===== src/rtl/spidergon_output_arbiter_if.sv =====
// Requester-side and link-side handshake bundle for one Spidergon output link arbiter.
// master drives requests and credit returns; slave is the arbiter that answers with grants.
interface spidergon_output_arbiter_if #(
  parameter int P  = 4,
  parameter int V  = 2,
  parameter int VW = 1
);
  logic [P-1:0]    req;
  logic [P*VW-1:0] req_vc;
  logic [P-1:0]    req_head;
  logic [P-1:0]    req_tail;
  logic [V-1:0]    credit_in;
  logic [P-1:0]    grant;
  logic            out_valid;
  logic [VW-1:0]   out_vc;

  modport master (
    output req, req_vc, req_head, req_tail, credit_in,
    input  grant, out_valid, out_vc
  );

  modport slave (
    input  req, req_vc, req_head, req_tail, credit_in,
    output grant, out_valid, out_vc
  );
endinterface


===== src/rtl/spidergon_output_arbiter.sv =====
// Output-link arbiter / VC allocator: wormhole lock per VC, credit flow control, round-robin.
// Optional per-port grant counters when SPIDERGON_ARB_STATS_EN is defined.
module spidergon_output_arbiter #(
  parameter int NUM_OF_INPUT_PORTS      = 4,
  parameter int NUM_OF_VIRTUAL_CHANNELS = 2,
  parameter int VC_BUFFER_DEPTH         = 2,
  localparam int P  = NUM_OF_INPUT_PORTS,
  localparam int V  = NUM_OF_VIRTUAL_CHANNELS,
  localparam int VW = (V > 1) ? $clog2(V) : 1,
  localparam int PW = (P > 1) ? $clog2(P) : 1,
  localparam int CW = $clog2(VC_BUFFER_DEPTH + 1)
) (
  input  logic                          clk,
  input  logic                          reset,
  spidergon_output_arbiter_if.slave     link,
  output logic [V*CW-1:0]               credit_count,
  output logic [V-1:0]                  vc_locked,
  output logic                          credit_overflow
`ifdef SPIDERGON_ARB_STATS_EN
  ,
  output logic [P*16-1:0]               grant_count
`endif
);

  typedef enum logic {
    VC_IDLE,
    VC_LOCKED
  } vc_state_t;

  // VC codes above V-1 (non-power-of-two V) never become eligible
  localparam logic [(2**VW)-1:0] VC_EXISTS = {(2**VW){1'b1}} >> ((2**VW) - V);

  vc_state_t       vc_state      [V];
  vc_state_t       vc_state_next [V];
  logic [PW-1:0]   owner         [V];
  logic [PW-1:0]   owner_next    [V];
  logic [CW-1:0]   credit        [V];
  logic [CW-1:0]   credit_next   [V];
  logic            overflow_next;
  logic [PW-1:0]   rr_ptr;
  logic [VW-1:0]   port_vc       [P];
  logic [P-1:0]    eligible;
  logic            grant_any;
  logic [PW-1:0]   grant_port;
  logic [PW-1:0]   scan_idx;
  logic [VW-1:0]   grant_vc;
  logic [P-1:0]    grant_vec;
  logic [V-1:0]    vc_taken;

  always_comb begin
    for (int p = 0; p < P; p++) begin
      port_vc[p] = link.req_vc[p*VW +: VW];
    end
  end

  // A head may claim an idle VC; only the owner's body/tail flits may use a locked one
  always_comb begin
    eligible = '0;
    for (int p = 0; p < P; p++) begin
      if (link.req[p] && VC_EXISTS[port_vc[p]] && (credit[port_vc[p]] != '0)) begin
        if (vc_state[port_vc[p]] == VC_IDLE) begin
          eligible[p] = link.req_head[p];
        end else begin
          eligible[p] = (owner[port_vc[p]] == PW'(p)) && !link.req_head[p];
        end
      end
    end
  end

  // Scan backwards so the last hit is the first eligible port at or after rr_ptr
  always_comb begin
    grant_any  = 1'b0;
    grant_port = '0;
    scan_idx   = '0;
    for (int i = P - 1; i >= 0; i--) begin
      scan_idx = PW'((int'(rr_ptr) + i) % P);
      if (eligible[scan_idx]) begin
        grant_any  = reset;
        grant_port = scan_idx;
      end
    end
  end

  always_comb begin
    grant_vec = '0;
    grant_vc  = '0;
    vc_taken  = '0;
    if (grant_any) begin
      grant_vec = P'(1) << grant_port;
      grant_vc  = port_vc[grant_port];
    end
    for (int v = 0; v < V; v++) begin
      vc_taken[v] = grant_any && (grant_vc == VW'(v));
    end
  end

  assign link.grant     = grant_vec;
  assign link.out_valid = grant_any;
  assign link.out_vc    = grant_vc;

  always_ff @(posedge clk or negedge reset) begin
    if (!reset) begin
      for (int v = 0; v < V; v++) begin
        vc_state[v] <= VC_IDLE;
        owner[v]    <= '0;
      end
    end else begin
      for (int v = 0; v < V; v++) begin
        vc_state[v] <= vc_state_next[v];
        owner[v]    <= owner_next[v];
      end
    end
  end

  always_comb begin
    for (int v = 0; v < V; v++) begin
      vc_state_next[v] = vc_state[v];
      owner_next[v]    = owner[v];
      if (vc_taken[v]) begin
        if (vc_state[v] == VC_IDLE) begin
          if (!link.req_tail[grant_port]) begin
            vc_state_next[v] = VC_LOCKED;
            owner_next[v]    = grant_port;
          end
        end else if (link.req_tail[grant_port]) begin
          vc_state_next[v] = VC_IDLE;
        end
      end
    end
  end

  always_comb begin
    vc_locked = '0;
    for (int v = 0; v < V; v++) begin
      vc_locked[v] = (vc_state[v] == VC_LOCKED);
    end
  end

  // A returned credit and a forwarded flit on the same VC cancel out
  always_comb begin
    overflow_next = credit_overflow;
    for (int v = 0; v < V; v++) begin
      credit_next[v] = credit[v];
      if (link.credit_in[v] && !vc_taken[v]) begin
        if (credit[v] == CW'(VC_BUFFER_DEPTH)) begin
          overflow_next = 1'b1;
        end else begin
          credit_next[v] = credit[v] + CW'(1);
        end
      end else if (vc_taken[v] && !link.credit_in[v]) begin
        credit_next[v] = credit[v] - CW'(1);
      end
    end
  end

  always_ff @(posedge clk or negedge reset) begin
    if (!reset) begin
      for (int v = 0; v < V; v++) begin
        credit[v] <= CW'(VC_BUFFER_DEPTH);
      end
      credit_overflow <= 1'b0;
      rr_ptr          <= '0;
    end else begin
      for (int v = 0; v < V; v++) begin
        credit[v] <= credit_next[v];
      end
      credit_overflow <= overflow_next;
      if (grant_any) begin
        rr_ptr <= PW'((int'(grant_port) + 1) % P);
      end
    end
  end

  always_comb begin
    for (int v = 0; v < V; v++) begin
      credit_count[v*CW +: CW] = credit[v];
    end
  end

`ifdef SPIDERGON_ARB_STATS_EN
  always_ff @(posedge clk or negedge reset) begin
    if (!reset) begin
      grant_count <= '0;
    end else begin
      for (int p = 0; p < P; p++) begin
        if (grant_vec[p] && (grant_count[p*16 +: 16] != 16'hFFFF)) begin
          grant_count[p*16 +: 16] <= grant_count[p*16 +: 16] + 16'd1;
        end
      end
    end
  end
`endif

endmodule


===== src/flat_wrapper.sv =====
// flat-port wrapper written by rule: the top's interface ports become plain ports
module spidergon_output_arbiter_flat 
#(
  parameter int NUM_OF_INPUT_PORTS      = 4,
  parameter int NUM_OF_VIRTUAL_CHANNELS = 2,
  parameter int VC_BUFFER_DEPTH         = 2,
  localparam int P  = NUM_OF_INPUT_PORTS,
  localparam int V  = NUM_OF_VIRTUAL_CHANNELS,
  localparam int VW = (V > 1) ? $clog2(V) : 1,
  localparam int PW = (P > 1) ? $clog2(P) : 1,
  localparam int CW = $clog2(VC_BUFFER_DEPTH + 1)
)
  (clk, reset, credit_count, vc_locked, credit_overflow, link_req, link_req_vc, link_req_head, link_req_tail, link_credit_in, link_grant, link_out_valid, link_out_vc);
  spidergon_output_arbiter_if #(.P(4), .V(2), .VW(1)) link_i ();
  input  logic clk;
  input  logic reset;
  output logic [V*CW-1:0] credit_count;
  output logic [V-1:0] vc_locked;
  output logic credit_overflow;
  input wire logic [$bits(link_i.req)-1:0] link_req;
  input wire logic [$bits(link_i.req_vc)-1:0] link_req_vc;
  input wire logic [$bits(link_i.req_head)-1:0] link_req_head;
  input wire logic [$bits(link_i.req_tail)-1:0] link_req_tail;
  input wire logic [$bits(link_i.credit_in)-1:0] link_credit_in;
  output wire logic [$bits(link_i.grant)-1:0] link_grant;
  output wire logic [$bits(link_i.out_valid)-1:0] link_out_valid;
  output wire logic [$bits(link_i.out_vc)-1:0] link_out_vc;
  assign link_i.req = link_req;
  assign link_i.req_vc = link_req_vc;
  assign link_i.req_head = link_req_head;
  assign link_i.req_tail = link_req_tail;
  assign link_i.credit_in = link_credit_in;
  assign link_grant = link_i.grant;
  assign link_out_valid = link_i.out_valid;
  assign link_out_vc = link_i.out_vc;
  spidergon_output_arbiter #(.NUM_OF_INPUT_PORTS(NUM_OF_INPUT_PORTS), .NUM_OF_VIRTUAL_CHANNELS(NUM_OF_VIRTUAL_CHANNELS), .VC_BUFFER_DEPTH(VC_BUFFER_DEPTH)) u_core (.clk(clk), .reset(reset), .link(link_i), .credit_count(credit_count), .vc_locked(vc_locked), .credit_overflow(credit_overflow));
endmodule

===== config.mk =====
export PLATFORM = sky130hd
export DESIGN_NAME = spidergon_output_arbiter_flat
export DESIGN_NICKNAME = d
export VERILOG_FILES = /design/src/rtl/spidergon_output_arbiter_if.sv /design/src/rtl/spidergon_output_arbiter.sv /design/src/flat_wrapper.sv
export SDC_FILE = /design/constraint.sdc
export NUM_CORES = 1
export LEC_CHECK = 0
export BUFFER_PORTS_ARGS = -buffer_cell sky130_fd_sc_hd__buf_2
export CAP_MARGIN = 20
export CORE_ASPECT_RATIO = 1.5
export CORE_UTILIZATION = 45
export CTS_CLUSTER_SIZE = 12
export DETAILED_ROUTE_END_ITERATION = 12
export PLACE_DENSITY = 0.78
export SLEW_MARGIN = 15
export SYNTH_ARGS = -nofsm -noshare
export SYNTH_HDL_FRONTEND = slang
export SYNTH_SLANG_ARGS = --single-unit

===== constraint.sdc =====
create_clock -name clk -period 6.8 [get_ports clk]
set_input_delay 1.02 -clock clk [delete_from_list [all_inputs] [get_ports clk]]
set_output_delay 1.02 -clock clk [all_outputs]
set_load 0.02 [all_outputs]

======== Word level (Yosys, flattened, before mapping) ========
Cells that the tools add are included.
word-level totals
  bits in registers ....................... 13
  bits of input ports ..................... 20
  output and inout bits ................... 13
  word-level logic and storage cells ...... 166
operators by class
  add/subtract/negate cells ............... 8
  magnitude comparators ................... 14
  equality and inequality tests ........... 7
  shift operators ......................... 1
  multiplexer cells ....................... 82
  bitwise operators ....................... 9
  reduce and logical (&&, ||, !) cells .... 37
operator list
  operator             number
  $mux 2               34
  $mux 1               41
  $logic_and 1x1->1    18
  $lt 2x3->1 const B   5
  $bmux 1 s2           6
  $reduce_bool 2->1    6
  $add 2x1->2 const B  4
  $eq 2x2->1 const B   4
  $ge 2x2->1 const B   4
  $logic_not 1->1      8
  $lt 1x2->1 const B   4
  $not 1->2            4
  $reduce_and 3->1     2
  $add 2x2->2 const B  2
  $mux 4               1
  $ne 2x2->1 const B   2
  $not 1->1            4
  $reduce_and 2->1     2
  $shl 1x2->4 const A  1
  $sub 2x1->2 const B  2
  $ge 3x3->1 const B   1
  $not 2->3            1
  $eq 2x1->1 const B   1
  $logic_not 2->1      1

======== Logic depth before layout (Yosys ltp) ========
Gate-level depths: netlist (run 1).
  word-level depth ........................ 26
  mapped depth ............................ 10

======== Worst setup path before layout (run 1) ========
Ideal clock, no wire load.
  path type ............................... input-to-output
  start point ............................. input link_req_head[2]
  end point ............................... output link_out_vc
  arrival time ............................ 2932 ps
  path slack .............................. 2848 ps
  stages .................................. 7
  buffers on the path ..................... 0
  path through ............................ nor3b_1 > mux2i_1 > o32ai_4 > a21boi_1 > o221ai_2 > mux4_2 > and2_1
between the ends
  cells in the longest elaborated chain, start to end .. 15
ends and longest elaborated chain
  element                                    line                            text
  start, declared                            flat_wrapper.sv:22              input wire logic [$bits(link_i.req_head)-1:0] link_req_head;
  $logic_not 1->1                            spidergon_output_arbiter.sv:64  eligible[p] = (owner[port_vc[p]] == PW'(p)) && !link.req_head[p];
  $logic_and 1x1->1                          spidergon_output_arbiter.sv:64
  $mux 1 (*)                                 spidergon_output_arbiter.sv:61  if (vc_state[port_vc[p]] == VC_IDLE) begin
  $mux 1 (*)                                 spidergon_output_arbiter.sv:60  if (link.req[p] && VC_EXISTS[port_vc[p]] && (credit[port_vc[p]] != '0)) begin
  $bmux 1 s2                                 spidergon_output_arbiter.sv:77  if (eligible[scan_idx]) begin
  $mux 1 (not written as such)               spidergon_output_arbiter.sv:77
  $mux 2 (4 in a row)                        spidergon_output_arbiter.sv:77
  $not 2->3 (not written as such)            spidergon_output_arbiter.sv:90  grant_vc = port_vc[grant_port];
  $bmux 1 s2                                 spidergon_output_arbiter.sv:90
  $mux 1 (not written as such) (2 in a row)  spidergon_output_arbiter.sv:90
  $mux 1 (*)                                 spidergon_output_arbiter.sv:88  if (grant_any) begin
  end, declared                              flat_wrapper.sv:27              output wire logic [$bits(link_i.out_vc)-1:0] link_out_vc;
Mark *: on every way between the ends. The rest lies on a longest branch, timed or not. The select of a mux whose other input is x is not followed.

======== Final worst setup path (run 1) ========
Same ends and word-level chain as after synthesis.

==> metrics.sh, run 1 <==
STATUS='complete, but fails checks'
VIOLATED_CHECKS='DRC'
POWER.STATIC_LEAKAGE_nW=0.6259
TIMING.MAX_CAP.VIOLATIONS=0
WORSTPATHARRIVAL_PS=3550
FINCLKSKEW_PS=9.127
MOST_REPEATED_CELL_IN_THE_GATE_LEVEL_NETLIST_AFTER_SYNTHESIS='sky130_fd_sc_hd__dfrtp_1'
WORSTSETUPPATHTYPE='primary input to output pin'
NETLIST.TOP_CELL.BY_AREA='sky130_fd_sc_hd__dfrtp_1'
SYN-NUM-NETS=143
PLACE.PORT_BUFFERS=32
FINALWORSTPATHREQUIREDPERIOD_PS=4568
YOSYS-TOP-CELLS-COUNT='sky130_fd_sc_hd__dfrtp_1, sky130_fd_sc_hd__nand2_1, sky130_fd_sc_hd__inv_1, sky130_fd_sc_hd__and2_1'
SYNTH_CELL_TYPE_COUNT=51
MAX_FREQ_GHz=0.2189
CTS-RESIZED-GATES=0
DRT-VIAS-PER-INSTANCE=6.400
SYN_AREA_UM2=1174
CTS_NUM_SINKS=13
GRT_PASS1_VIAS=1051
DRC_ERRORS=2
SYNTHTOLAYOUTAREAGROWTH_PCT=16.84
POST-CTS-SETUP-BUFFERS=0
SETUP.WORST_PATH.START_CLASS='primary input'
YS_ASYNC_SR_FRACTION_PCT=100.0
WORST_EP_REQUIRED_TIME_PS=5780
SETUP-VIOLATIONS-FINAL=0
FINAL_NETS=176
INSERTION_DELAY_PS=280
RATIO_OF_CELLS_WITH_DRIVE_ABOVE_1_IN_THE_FINAL_LAYOUT_PCT=34.44
RSZ_0062_RAISED_AFTER_GLOBAL_ROUTING='no'
FINAL_UTIL_PCT=55.98
INITIALDRTVIOLATIONCOUNT=46
MAXIMUM_VDD_IR_DROP_uV=227.7
WORST_SETUP_SLACK_FOR_REGISTER_TO_REGISTER_PATHS_PS=3460
ANTENNA_FOUND_INITIAL=0
HPWL_AFTER_DETAILED_PLACEMENT_MM=2.314
IO-PIN-COUNT=33
FULL_DIE_AREA_UM2=2820
TIMING.REG2REG.WORST_PATH_DEPTH=8
PLACE_INST=171
TIMING.FINAL.MAX_SLEW_VIOLATIONS=0
CP_MAX_FO=14
CTS_HOLD_REPAIR.BUFFERS=0
VIAS=1120
WIRELENGTH_MM=2.894
SLEW_HEADROOM_PCT=62.15
RATIO_OF_FINAL_MINIMUM_PERIOD_TO_CLOCK_PERIOD_PCT=67.18
ROOT_BUFFER_SELECTED_BY_CTS='sky130_fd_sc_hd__clkbuf_4'
SYNTH-SEQ-AREA-SHARE_PCT=27.93
HOLDPATHSTAGES=2
DR.PASS1.ITERS=8
CORE_REGION_AREA_UM2=2450
SYNTHESIS.AREA_PER_INSTANCE_UM2=9.862
DIE_WIDTH_UM=43.70
SYNTH-MAIN-FF-CELL='sky130_fd_sc_hd__dfrtp_1'
FP.DIEH_UM=64.55
CTS.CLK_SLEW.WORST_PATHS_PS=80
SETUP_TNS_PS=0
TRACK_USAGE_PCT=22.80
CRITICAL-PATH-TOP-CELL-BY-COUNT='sky130_fd_sc_hd__buf_2'
SYNTHDOMINANTCELLAREASHARE_PCT=23.45
CELL_CHAIN_OF_THE_CRITICAL_PATH='buf_2 -> nor3b_1 -> mux2i_1 -> o32ai_4 -> a21boi_1 -> o221ai_2 -> mux4_2 -> and2_1 -> buf_2'
LARGEST_NET_DEGREE_AT_THE_START_OF_GLOBAL_ROUTING=15
GPL.FINAL_WEIGHTED_CONGESTION=0.8603
MAX-CLOCK-PATH-BUFFERS=2
PWR_DENSITY_CELL_nW_PER_UM2=360.8
CLOCK_TREE_FROM_TRITONCTS='built'
SYNTH_ENABLE_FLOP_CELLS=0
PLACEMENTROWS=22
MAX_STAGE_DELAY_PS=720
END_KIND='output pin'
SLOWEST_STAGE='sky130_fd_sc_hd__mux4_2'
NUMBER_OF_HOLD_VIOLATIONS_IN_THE_FINAL_REPORT=0
N_FILL_CELL=223
ANTENNA-DIODE-COUNT=0
YS.WARNINGS.COUNT=0
WORST-SLEW-PIN-TRANSITION_PS=561.6
TIMING.HOLD.WORST.CLASS='flop to flop'
NETLIST_TOP_CELLS_AREA='sky130_fd_sc_hd__dfrtp_1, sky130_fd_sc_hd__dfstp_2, sky130_fd_sc_hd__ha_1, sky130_fd_sc_hd__mux2_1, sky130_fd_sc_hd__mux4_2'
ROUTED_WIRE_LENGTH_PER_INSTANCE_UM=16.54
POSTSYNTHREGISTERBITS=13
CTS_BUFFERS=3
POST_SYNTH_INST_COUNT=119
CTS_MAX_LEVEL=1
INITIAL_CORE_UTIL_PCT=47.91
GRT.OVERFLOW.TOTAL=0
ROUTE.ANTENNA.REMAINING_NETS=0
GLOBAL_ROUTE_WIRE_LENGTH_BEFORE_REPAIR_MM=4.781
FINAL-INSTANCE-COUNT-EXCL-FILL=175
[metrics by stage]
stage / power, W / hold slack, ps / setup slack [ps] / instance area [um^2]
finish: 0.0004948 / 495.1 / 2232 / 1371
global route: 0.0005344 / 517.7 / 2149 / 1371
CTS: 0.0004943 / 505.8 / 2260 / 1371
detailed placement: 0.0004457 / 488.0 / 2262 / 1345
global placement: 0.0004363 / 485.2 / 2095 / 1340
floorplan: 0.0003719 / 509.9 / 2848 / 1174
[per-layer routing]
layer | global-route usage, % | routed length [um]
met1 | 27.00 | 1165
met2 | 38.62 | 1517
met3 | 2.228 | 144
met4 | 13.28 | 66
met5 | 0 | 0
[critical path: cells and delay by family]
kind / cells / cell delay [ps]
AO/OA/AOI/OAI: 3 / 910
multiplexers: 2 / 870
buffers and inverters: 2 / 290
AND/OR/NAND/NOR: 2 / 450
[report_power, final]
group / switching, W / leakage [nW] / internal, W
combinational: 0.000159 / 0.454 / 0.000115
sequential: 0.0000609 / 0.157 / 0.000113
clock: 0.0000243 / 0.0150 / 0.0000228
[worst paths after layout]
kind	start	endpoint
max	link_req_head[2]	link_out_vc
min	u_core.credit_overflow	u_core.credit_overflow
max reg2reg	u_core.credit_count[3]	u_core.owner[3]
min reg2reg	u_core.credit_overflow	u_core.credit_overflow
max in group asynchronous	reset	u_core.credit_count[1]
min in group asynchronous	reset	u_core.credit_overflow
[cell families after synthesis]
family	after synthesis	synth area share (%)
multiplexers	12	14.07
adder cells (fa/ha/maj)	4	4.265
AO/OA/AOI/OAI	31	21.96
flip-flops	13	27.93
AND/OR/NAND/NOR	46	26.55
buffers and inverters	13	5.224
[layout make-up]
type / count / area, um^2 / share of cell area, %
Timing Repair Buffer: 33 / 165.2 / 12.04
Tap cell: 24 / 30.03 / 2.190
Clock buffer: 4 / 26.28 / 1.916
Inverter: 8 / 30.03 / 2.190
Sequential cell: 13 / 327.8 / 23.90
Multi-Input combinational cell: 93 / 792.0 / 57.76
[registers in the layout, summed over array words and instances (netlist names)]
register / flops
u_core.rr_ptr: 2
u_core.credit_count: 4
u_core.owner: 4
u_core.vc_locked: 2
u_core.credit_overflow: 1
[cells in the final DEF, fill, tap and decap left out, types with 2 or more instances in the layout]
cell                       instances
sky130_fd_sc_hd__and2_1            7
sky130_fd_sc_hd__ha_1              4
sky130_fd_sc_hd__clkbuf_4          3
sky130_fd_sc_hd__a31o_1            2
sky130_fd_sc_hd__dfstp_2           2
sky130_fd_sc_hd__nor3b_1           2
sky130_fd_sc_hd__mux2i_1           3
sky130_fd_sc_hd__a211oi_1          2
sky130_fd_sc_hd__mux2_2            2
sky130_fd_sc_hd__or3b_1            2
sky130_fd_sc_hd__inv_1             8
sky130_fd_sc_hd__nand4b_1          2
sky130_fd_sc_hd__mux2_1            4
sky130_fd_sc_hd__mux4_2            2
sky130_fd_sc_hd__nand3b_1          3
sky130_fd_sc_hd__buf_2            33
sky130_fd_sc_hd__nand3_1           2
sky130_fd_sc_hd__nand2_1          10
sky130_fd_sc_hd__or2_2             2
sky130_fd_sc_hd__o211ai_1          3
sky130_fd_sc_hd__nor2_1            6
sky130_fd_sc_hd__dfrtp_1          11
sky130_fd_sc_hd__o21ai_0           6
sky130_fd_sc_hd__o311ai_1          2
sky130_fd_sc_hd__a21oi_1           2
sky130_fd_sc_hd__a211o_1           2
Note: power is estimated with default switching activity, not from simulation.
==> run 2: changes to the inputs <==
--- a/config.mk
+++ b/config.mk
@@ -11,7 +11,7 @@
 export CORE_UTILIZATION = 45
 export CTS_CLUSTER_SIZE = 12
 export DETAILED_ROUTE_END_ITERATION = 12
-export PLACE_DENSITY = 0.78
+export PLACE_DENSITY = 0.81
 export SLEW_MARGIN = 15
 export SYNTH_ARGS = -nofsm -noshare
 export SYNTH_HDL_FRONTEND = slang
==> constraint.sdc (replaced) <==
create_clock -name clk -period 3.7 [get_ports clk]
set_input_delay 0.555 -clock clk [delete_from_list [all_inputs] [get_ports clk]]
set_output_delay 0.555 -clock clk [all_outputs]
set_load 0.02 [all_outputs]
==> run 2 against run 1 <==
The run still ends with DRC left. Power up 97%. Clock power up 85%. Die area unchanged. Count of clock-buffer cells in the layout unchanged. Non-clock buffer count up 7. Worst hold slack worse by 330 ps. Routed wire length up 9.3%. Combinational power up 110%. Critical path type is now flop to output pin. Largest power group unchanged. Highest routed layer unchanged.
==> metrics.sh, run 2 (same netlist as run 1, synthesis figures left out) <==
STATUS='complete, but fails checks'  # unchanged
VIOLATED_CHECKS='DRC'  # unchanged
POWER.SHARE.COMBINATIONAL_PCT=58.1  # was 55.4%
MAXIMUM_VDD_IR_DROP_uV=411.9  # was 227.7 uV
WORSTSETUPPATHTYPE='flop to output pin'  # was primary input to output pin
FULL_DIE_AREA_UM2=2820  # unchanged
HPWL_AFTER_DETAILED_PLACEMENT_MM=2.502  # was 2.314 mm
MAX_FREQ_GHz=0.2764
TRACK_USAGE_PCT=24.25  # was 22.80%
DR.PASS1.ITERS=8  # unchanged
TIMING.FINAL.MAX_SLEW_VIOLATIONS=0  # unchanged
RATIO_OF_CELLS_WITH_DRIVE_ABOVE_1_IN_THE_FINAL_LAYOUT_PCT=37.34  # was 34.44%
CORE_REGION_AREA_UM2=2450  # unchanged
CTS_NUM_SINKS=13  # unchanged
FINCLKSKEW_PS=5.607  # was 9.127 ps
FINAL_NETS=183  # was 176
PWR_DENSITY_CELL_nW_PER_UM2=673.7  # was 360.8 nW/um^2
WIRELENGTH_MM=3.163  # was 2.894 mm
GRT_PASS1_VIAS=1160  # was 1,051
CTS_HOLD_REPAIR.BUFFERS=0  # unchanged
FINALWORSTPATHREQUIREDPERIOD_PS=3617
ROUTE.ANTENNA.REMAINING_NETS=0  # unchanged
P_CLK_SHARE_PCT=8.9  # was 9.5%
INSERTION_DELAY_PS=280  # about the same
LAYOUT_COMMONEST_CELL='sky130_fd_sc_hd__buf_2'  # unchanged
WORST-SLEW-PIN-TRANSITION_PS=423.3  # was 561.6 ps
FP.DIEH_UM=64.55  # unchanged
CELL_CHAIN_OF_THE_CRITICAL_PATH='nor2_1 -> a211o_1 -> and3b_4 -> mux2i_4 -> o221ai_4 -> mux4_2 -> and2_1 -> buf_2'  # was buf_2 -> nor3b_1 -> mux2i_1 -> o32ai_4 -> a21boi_1 -> o221ai_2 -> mux4_2 -> and2_1 -> buf_2
SLOWEST_STAGE='sky130_fd_sc_hd__dfstp_2'  # was sky130_fd_sc_hd__mux4_2
CP_MAX_FO=7  # was 14
IO-PIN-COUNT=33  # unchanged
CTS.CLK_SLEW.WORST_PATHS_PS=80  # about the same
WORST_SETUP_SLACK_FOR_REGISTER_TO_REGISTER_PATHS_PS=380  # was 3460 ps
DIE_WIDTH_UM=43.70  # unchanged
ROOT_BUFFER_SELECTED_BY_CTS='sky130_fd_sc_hd__clkbuf_4'  # unchanged
PLACEMENTROWS=22  # unchanged
NUMBER_OF_HOLD_VIOLATIONS_IN_THE_FINAL_REPORT=0  # unchanged
ROUTED_WIRE_LENGTH_PER_INSTANCE_UM=17.38  # was 16.54 um
CTS_MAX_LEVEL=1  # unchanged
PLACE.PORT_BUFFERS=32  # unchanged
MOSTFREQUENTLAYOUTCELLS='sky130_fd_sc_hd__buf_2, sky130_fd_sc_hd__dfrtp_1, sky130_fd_sc_hd__nand2_1'  # unchanged
DRC_ERRORS=3  # was 2
TIMING.HOLD.WORST.CLASS='primary input to asynchronous set/reset pin'  # was flop to flop
SW_SHARE_PCT=48.39  # was 49.30%
GLOBAL_ROUTE_WIRE_LENGTH_BEFORE_REPAIR_MM=5.092  # was 4.781 mm
WORSTPATHARRIVAL_PS=3060  # was 3550 ps
LARGEST_NET_DEGREE_AT_THE_START_OF_GLOBAL_ROUTING=15  # unchanged
DRT-VIAS-PER-INSTANCE=6.242  # was 6.400
ANTENNA_FOUND_INITIAL=0  # unchanged
POWER.SEQUENTIAL.FRACTION_PCT=33.0  # was 35.1%
VIAS=1136  # was 1,120
WORST_EP_REQUIRED_TIME_PS=3140  # was 5780 ps
SETUP.WORST_PATH.START_CLASS='flop'  # was primary input
CLOCK_TREE_FROM_TRITONCTS='built'  # unchanged
PLACEMENT.SETUP.WORST_SLACK_PS=212.0  # was 2262 ps
INTERNAL_POWER_W=0.0005025  # was 0.0002509 W
GPL.FINAL_WEIGHTED_CONGESTION=0.8605  # was 0.8603
POWER.STATIC_LEAKAGE_nW=0.6621  # was 0.6259 nW
SETUP-VIOLATIONS-FINAL=0  # unchanged
GRT.OVERFLOW.TOTAL=0  # unchanged
MAX-CLOCK-PATH-BUFFERS=2  # unchanged
SYNTHTOLAYOUTAREAGROWTH_PCT=23.13  # was 16.84%
INITIALDRTVIOLATIONCOUNT=41  # was 46
HOLDWS_PS=168.6  # was 495.1 ps
LAYOUT_SETUP_WS_PS=82.70  # was 2232 ps
INITIAL_CORE_UTIL_PCT=47.91  # unchanged
CTS_BUFFERS=3  # unchanged
SLEW_HEADROOM_PCT=71.68  # was 62.15%
P_SWITCHING_W=0.0004712  # was 0.0002439 W
MAX_STAGE_DELAY_PS=600  # was 720 ps
TIMING.MAX_CAP.VIOLATIONS=0  # unchanged
ANTENNA-DIODE-COUNT=0  # unchanged
END_KIND='output pin'  # unchanged
RATIO_OF_FINAL_MINIMUM_PERIOD_TO_CLOCK_PERIOD_PCT=97.76
## run 2: cell types whose count changed in the layout (fill, tap and decap cells not counted), sizes merged
| cell | before | now |
|---|---|---|
| buf | 33 | 40 |
## run 2: worst paths after layout
kind                                   startpoint  depth (start not counted)                      to
hold reg to reg            u_core.credit_overflow                          2  u_core.credit_overflow
setup / recovery           u_core.credit_count[3]                          8             link_out_vc
hold / removal                              reset                          1        u_core.rr_ptr[1]
max in group asynchronous                   reset                          1  u_core.credit_count[1]
min in group clk           u_core.credit_overflow                          2  u_core.credit_overflow
setup reg to reg           u_core.credit_count[3]                          9         u_core.owner[3]
## run 2: what timing repair did
action,CTS,global route
pin swaps,1,2
endpoints found under the setup margin,1,1
gates resized for setup,1,1
setup buffers,0,5
## run 2: layout make-up
cell class,count,area (um^2)
inverter,8,30.03
multi-input combinational,93,810.8
timing repair buffer,40,220.2
sequential,13,327.8
tap,24,30.03
clock buffer,4,26.28
fill,208,1005
## run 2: stage by stage
| step | area (um^2) | power (W) | setup TNS (ps) | std cells | utilization (%) |
|---|---|---|---|---|---|
| detailed placement | 1363 | 0.0008405 | 0 | 173 | 55.62 |
| global route | 1445 | 0.001040 | -31.47 | 182 | 58.99 |
| floorplan | 1174 | 0.0006834 | 0 | 119 | - |
| CTS | 1400 | 0.0009412 | 0 | 177 | 57.15 |
| finish | 1445 | 0.0009736 | 0 | 182 | 58.99 |
| global placement | 1363 | 0.0008170 | 0 | 173 | 55.62 |
## run 2: power by group through the flow
stage	sequential [W]	clock, W	combinational [W]
2_1_floorplan	0.000307	0	0.000377
6_report	0.000321	0.0000869	0.000566
3_3_place_gp	0.000311	0	0.000506
5_1_grt	0.000331	0.0000965	0.000613
3_5_place_dp	0.000315	0	0.000525
4_1_cts	0.000316	0.0000922	0.000533
## run 2: critical path: cells and delay by family (launching register included)
kind | cells | cell delay [ps]
AO/OA/AOI/OAI | 2 | 620
multiplexers | 2 | 680
flip-flops | 1 | 600
buffers and inverters | 1 | 170
AND/OR/NAND/NOR | 3 | 710
## run 2: layer usage
layer / vias up / routed length, um / share of wire [%] / track usage [%]
met5: - / 0 / 0 / 0
met4: 0 / 78 / 2.5 / 14.84
met1: 543 / 1176 / 37 / 25.13
li1: 532 / - / - / -
met2: 51 / 1756 / 56 / 44.22
met3: 10 / 151 / 4.8 / 2.786
==> run 3: changes to the inputs <==
--- a/config.mk
+++ b/config.mk
@@ -9,7 +9,6 @@
 export CAP_MARGIN = 20
 export CORE_ASPECT_RATIO = 1.5
 export CORE_UTILIZATION = 45
-export CTS_CLUSTER_SIZE = 12
 export DETAILED_ROUTE_END_ITERATION = 12
 export PLACE_DENSITY = 0.81
 export SLEW_MARGIN = 15
==> constraint.sdc (replaced) <==
create_clock -name clk -period 3.2 [get_ports clk]
set_input_delay 0.48 -clock clk [delete_from_list [all_inputs] [get_ports clk]]
set_output_delay 0.48 -clock clk [all_outputs]
set_load 0.02 [all_outputs]
==> run 3 against run 2 <==
The flow finishes with violations (DRC, setup timing). Clock power increased by 17%. Final area rose by 7.6%. Worst hold slack got worse by 82 ps. Non-clock buffer count is 12 higher. Die area stayed put. Sequential cell count stayed put. Largest cell class unchanged. Largest power group unchanged. Highest routed layer unchanged.
==> metrics.sh, run 3 (same netlist as run 1, synthesis figures left out) <==
POWER.STATIC_LEAKAGE_nW=0.7267  # was 0.6621 nW
SLEW_HEADROOM_PCT=75.91  # was 71.68%
INTERNAL_POWER_W=0.0006547  # was 0.0005025 W
HOLDWS_PS=86.19  # was 168.6 ps
IO-PIN-COUNT=33  # unchanged
SETUP.WORST_PATH.START_CLASS='flop'  # unchanged
CTS_BUFFERS=3  # unchanged
RSZ_0062_RAISED_AFTER_GLOBAL_ROUTING='yes'
TIMING.MAX_CAP.VIOLATIONS=0  # unchanged
PWR_DENSITY_CELL_nW_PER_UM2=783.7  # was 673.7 nW/um^2
ANTENNA-DIODE-COUNT=0  # unchanged
SLOWEST_STAGE='sky130_fd_sc_hd__dfstp_2'  # unchanged
ANTENNA_FOUND_INITIAL=0  # unchanged
MAX_FREQ_GHz=0.3096
DIE_WIDTH_UM=43.70  # unchanged
STATUS='complete, but fails checks'  # unchanged
INITIAL_CORE_UTIL_PCT=47.91  # unchanged
WORSTSETUPPATHTYPE='flop to output pin'  # unchanged
GLOBAL_ROUTE_WIRE_LENGTH_BEFORE_REPAIR_MM=5.209  # was 5.092 mm
HPWL_AFTER_DETAILED_PLACEMENT_MM=2.397  # was 2.502 mm
ROUTED_WIRE_LENGTH_PER_INSTANCE_UM=16.61  # was 17.38 um
POWER.SHARE.COMBINATIONAL_PCT=62.6  # was 58.1%
P_SWITCHING_W=0.0005642  # was 0.0004712 W
INITIALDRTVIOLATIONCOUNT=34  # was 41
POSTLAYOUTCELLAREA_UM2=1555  # was 1445 um^2
TIMING.HOLD.WORST.CLASS='primary input to asynchronous set/reset pin'  # unchanged
GRT_PASS1_VIAS=1163  # was 1,160
ROOT_BUFFER_SELECTED_BY_CTS='sky130_fd_sc_hd__clkbuf_4'  # unchanged
SW_SHARE_PCT=46.28  # was 48.39%
RATIO_OF_CELLS_WITH_DRIVE_ABOVE_1_IN_THE_FINAL_LAYOUT_PCT=47.65  # was 37.34%
CTS_NUM_SINKS=13  # unchanged
PLACE.PORT_BUFFERS=32  # unchanged
NUMBER_OF_HOLD_VIOLATIONS_IN_THE_FINAL_REPORT=0  # unchanged
FINAL_NETS=195  # was 183
MAX-CLOCK-PATH-BUFFERS=2  # unchanged
TIMING.FINAL.MAX_SLEW_VIOLATIONS=0  # unchanged
WORST-SLEW-PIN-TRANSITION_PS=361.4  # was 423.3 ps
CP_MAX_FO=4  # was 7
VIAS=1197  # was 1,136
P_CLK_SHARE_PCT=8.4  # was 8.9%
MOSTFREQUENTLAYOUTCELLS='sky130_fd_sc_hd__buf_2, sky130_fd_sc_hd__buf_4, sky130_fd_sc_hd__nand2_1'  # was sky130_fd_sc_hd__buf_2, sky130_fd_sc_hd__dfrtp_1, sky130_fd_sc_hd__nand2_1
POWER.SEQUENTIAL.FRACTION_PCT=29.0  # was 33.0%
SYNTHTOLAYOUTAREAGROWTH_PCT=32.52  # was 23.13%
WORST_EP_REQUIRED_TIME_PS=2720  # was 3140 ps
LAYOUT_SETUP_WS_PS=-29.55  # was 82.70 ps
DPL_CELL_AREA_UM2=1430  # was 1363 um^2
MAXIMUM_VDD_IR_DROP_uV=460.1  # was 411.9 uV
MAX_STAGE_DELAY_PS=580  # was 600 ps
N_FILL_CELL=203  # was 208
GRT.OVERFLOW.TOTAL=0  # unchanged
END_KIND='output pin'  # unchanged
RATIO_OF_FINAL_MINIMUM_PERIOD_TO_CLOCK_PERIOD_PCT=100.9
TRACK_USAGE_PCT=24.16  # was 24.25%
FP.DIEH_UM=64.55  # unchanged
LAYOUT_COMMONEST_CELL='sky130_fd_sc_hd__buf_2'  # unchanged
CORE_REGION_AREA_UM2=2450  # unchanged
CTS.CLK_SLEW.WORST_PATHS_PS=80  # about the same
SETUP-VIOLATIONS-FINAL=1  # was 0
PLACEMENTROWS=22  # unchanged
CELL_CHAIN_OF_THE_CRITICAL_PATH='nor2_4 -> or3b_4 -> o32ai_4 -> a21boi_2 -> o221ai_2 -> mux4_2 -> and2_4 -> buf_6'  # was nor2_1 -> a211o_1 -> and3b_4 -> mux2i_4 -> o221ai_4 -> mux4_2 -> and2_1 -> buf_2
DR.PASS1.ITERS=9  # was 8
FINALWORSTPATHREQUIREDPERIOD_PS=3230
CLOCK_TREE_FROM_TRITONCTS='built'  # unchanged
INSERTION_DELAY_PS=280  # about the same
CTS_MAX_LEVEL=1  # unchanged
FINCLKSKEW_PS=3.292  # was 5.607 ps
WIRELENGTH_MM=3.223  # was 3.163 mm
DRC_ERRORS=3  # unchanged
GPL.FINAL_WEIGHTED_CONGESTION=0.9267  # was 0.8605
TIMING.REG2REG.WORST_PATH_DEPTH=10  # was 9
VIOLATED_CHECKS='DRC, setup timing'  # was DRC
DRT-VIAS-PER-INSTANCE=6.170  # was 6.242
WORSTPATHARRIVAL_PS=2750  # was 3060 ps
LARGEST_NET_DEGREE_AT_THE_START_OF_GLOBAL_ROUTING=15  # unchanged
FULL_DIE_AREA_UM2=2820  # unchanged
ROUTE.ANTENNA.REMAINING_NETS=0  # unchanged
run 3: cell types whose count changed in the layout (fill, tap and decap cells not counted), moves of 2 or more:
cell,change
sky130_fd_sc_hd__dfrtp_1,-2
sky130_fd_sc_hd__mux2_1,-2
sky130_fd_sc_hd__buf_4,+11
sky130_fd_sc_hd__mux2_4,+2
sky130_fd_sc_hd__dfrtp_2,+2
sky130_fd_sc_hd__buf_6,+2
run 3: what timing repair did:
item | CTS | global route
pin swaps | 5 | 5
buffers inserted | 4 | 4
hold buffers | 0 | 0
setup endpoints to repair | 5 | 6
resized for setup | 5 | 11
run 3: final timing paths:
kind	start	end	slack, ps
hold / removal	reset	u_core.credit_count[0]	90
min in group clk	link_credit_in[1]	u_core.credit_count[2]	470
hold reg to reg	u_core.credit_overflow	u_core.credit_overflow	510
setup / recovery	u_core.credit_count[1]	link_out_vc	-30
setup reg to reg	u_core.credit_count[1]	u_core.owner[1]	0
max in group asynchronous	reset	u_core.credit_count[1]	2820
run 3: stage by stage:
stage	cells	util [%]	total power [W]	setup slack, ps	TNS, ps
floorplan	119	-	0.0007902	132.8	0
global placement	182	58.38	0.0009927	26.88	0
detailed placement	182	58.38	0.001017	-15.25	-28.36
CTS	190	61.24	0.001160	-0.8114	-0.8114
global route	194	63.48	0.001305	-125.2	-591.4
finish	194	63.48	0.001219	-29.55	-29.55
run 3: cell type report:
type | instances | area, um^2 | share of cell area (%)
clock buffers | 4 | 26.28 | 1.689
inverters | 8 | 30.03 | 1.931
multi-input cells | 93 | 818.3 | 52.61
flip-flops and latches | 13 | 330.3 | 21.24
well taps | 24 | 30.03 | 1.931
repair buffers | 52 | 320.3 | 20.60
run 3: power by group through the flow:
| stage | Clock, W | Combinational [W] | Sequential (W) |
|---|---|---|---|
| 3_5_place_dp | 0 | 0.000670 | 0.000347 |
| 5_1_grt | 0.000116 | 0.000826 | 0.000363 |
| 2_1_floorplan | 0 | 0.000436 | 0.000354 |
| 6_report | 0.000102 | 0.000763 | 0.000353 |
| 3_3_place_gp | 0 | 0.000646 | 0.000346 |
| 4_1_cts | 0.000105 | 0.000716 | 0.000339 |
run 3: routing by layer:
metal | wire, um | GRT usage, % | share of wire, % | vias to the layer above
met3 | 157 | 1.114 | 4.9 | 11
li1 | - | - | - | 556
met4 | 80 | 10.94 | 2.5 | 0
met2 | 1717 | 41.60 | 53 | 53
met1 | 1268 | 30.20 | 39 | 577
met5 | 0 | 0 | 0 | -
run 3: critical path, delay by kind of cell, from the launching register on:
family	cells	cell delay, ps
AOI/OAI and AO/OA	3	580
buffers and inverters	1	120
DFF	1	580
muxes	1	560
and+or+nand+nor	3	630
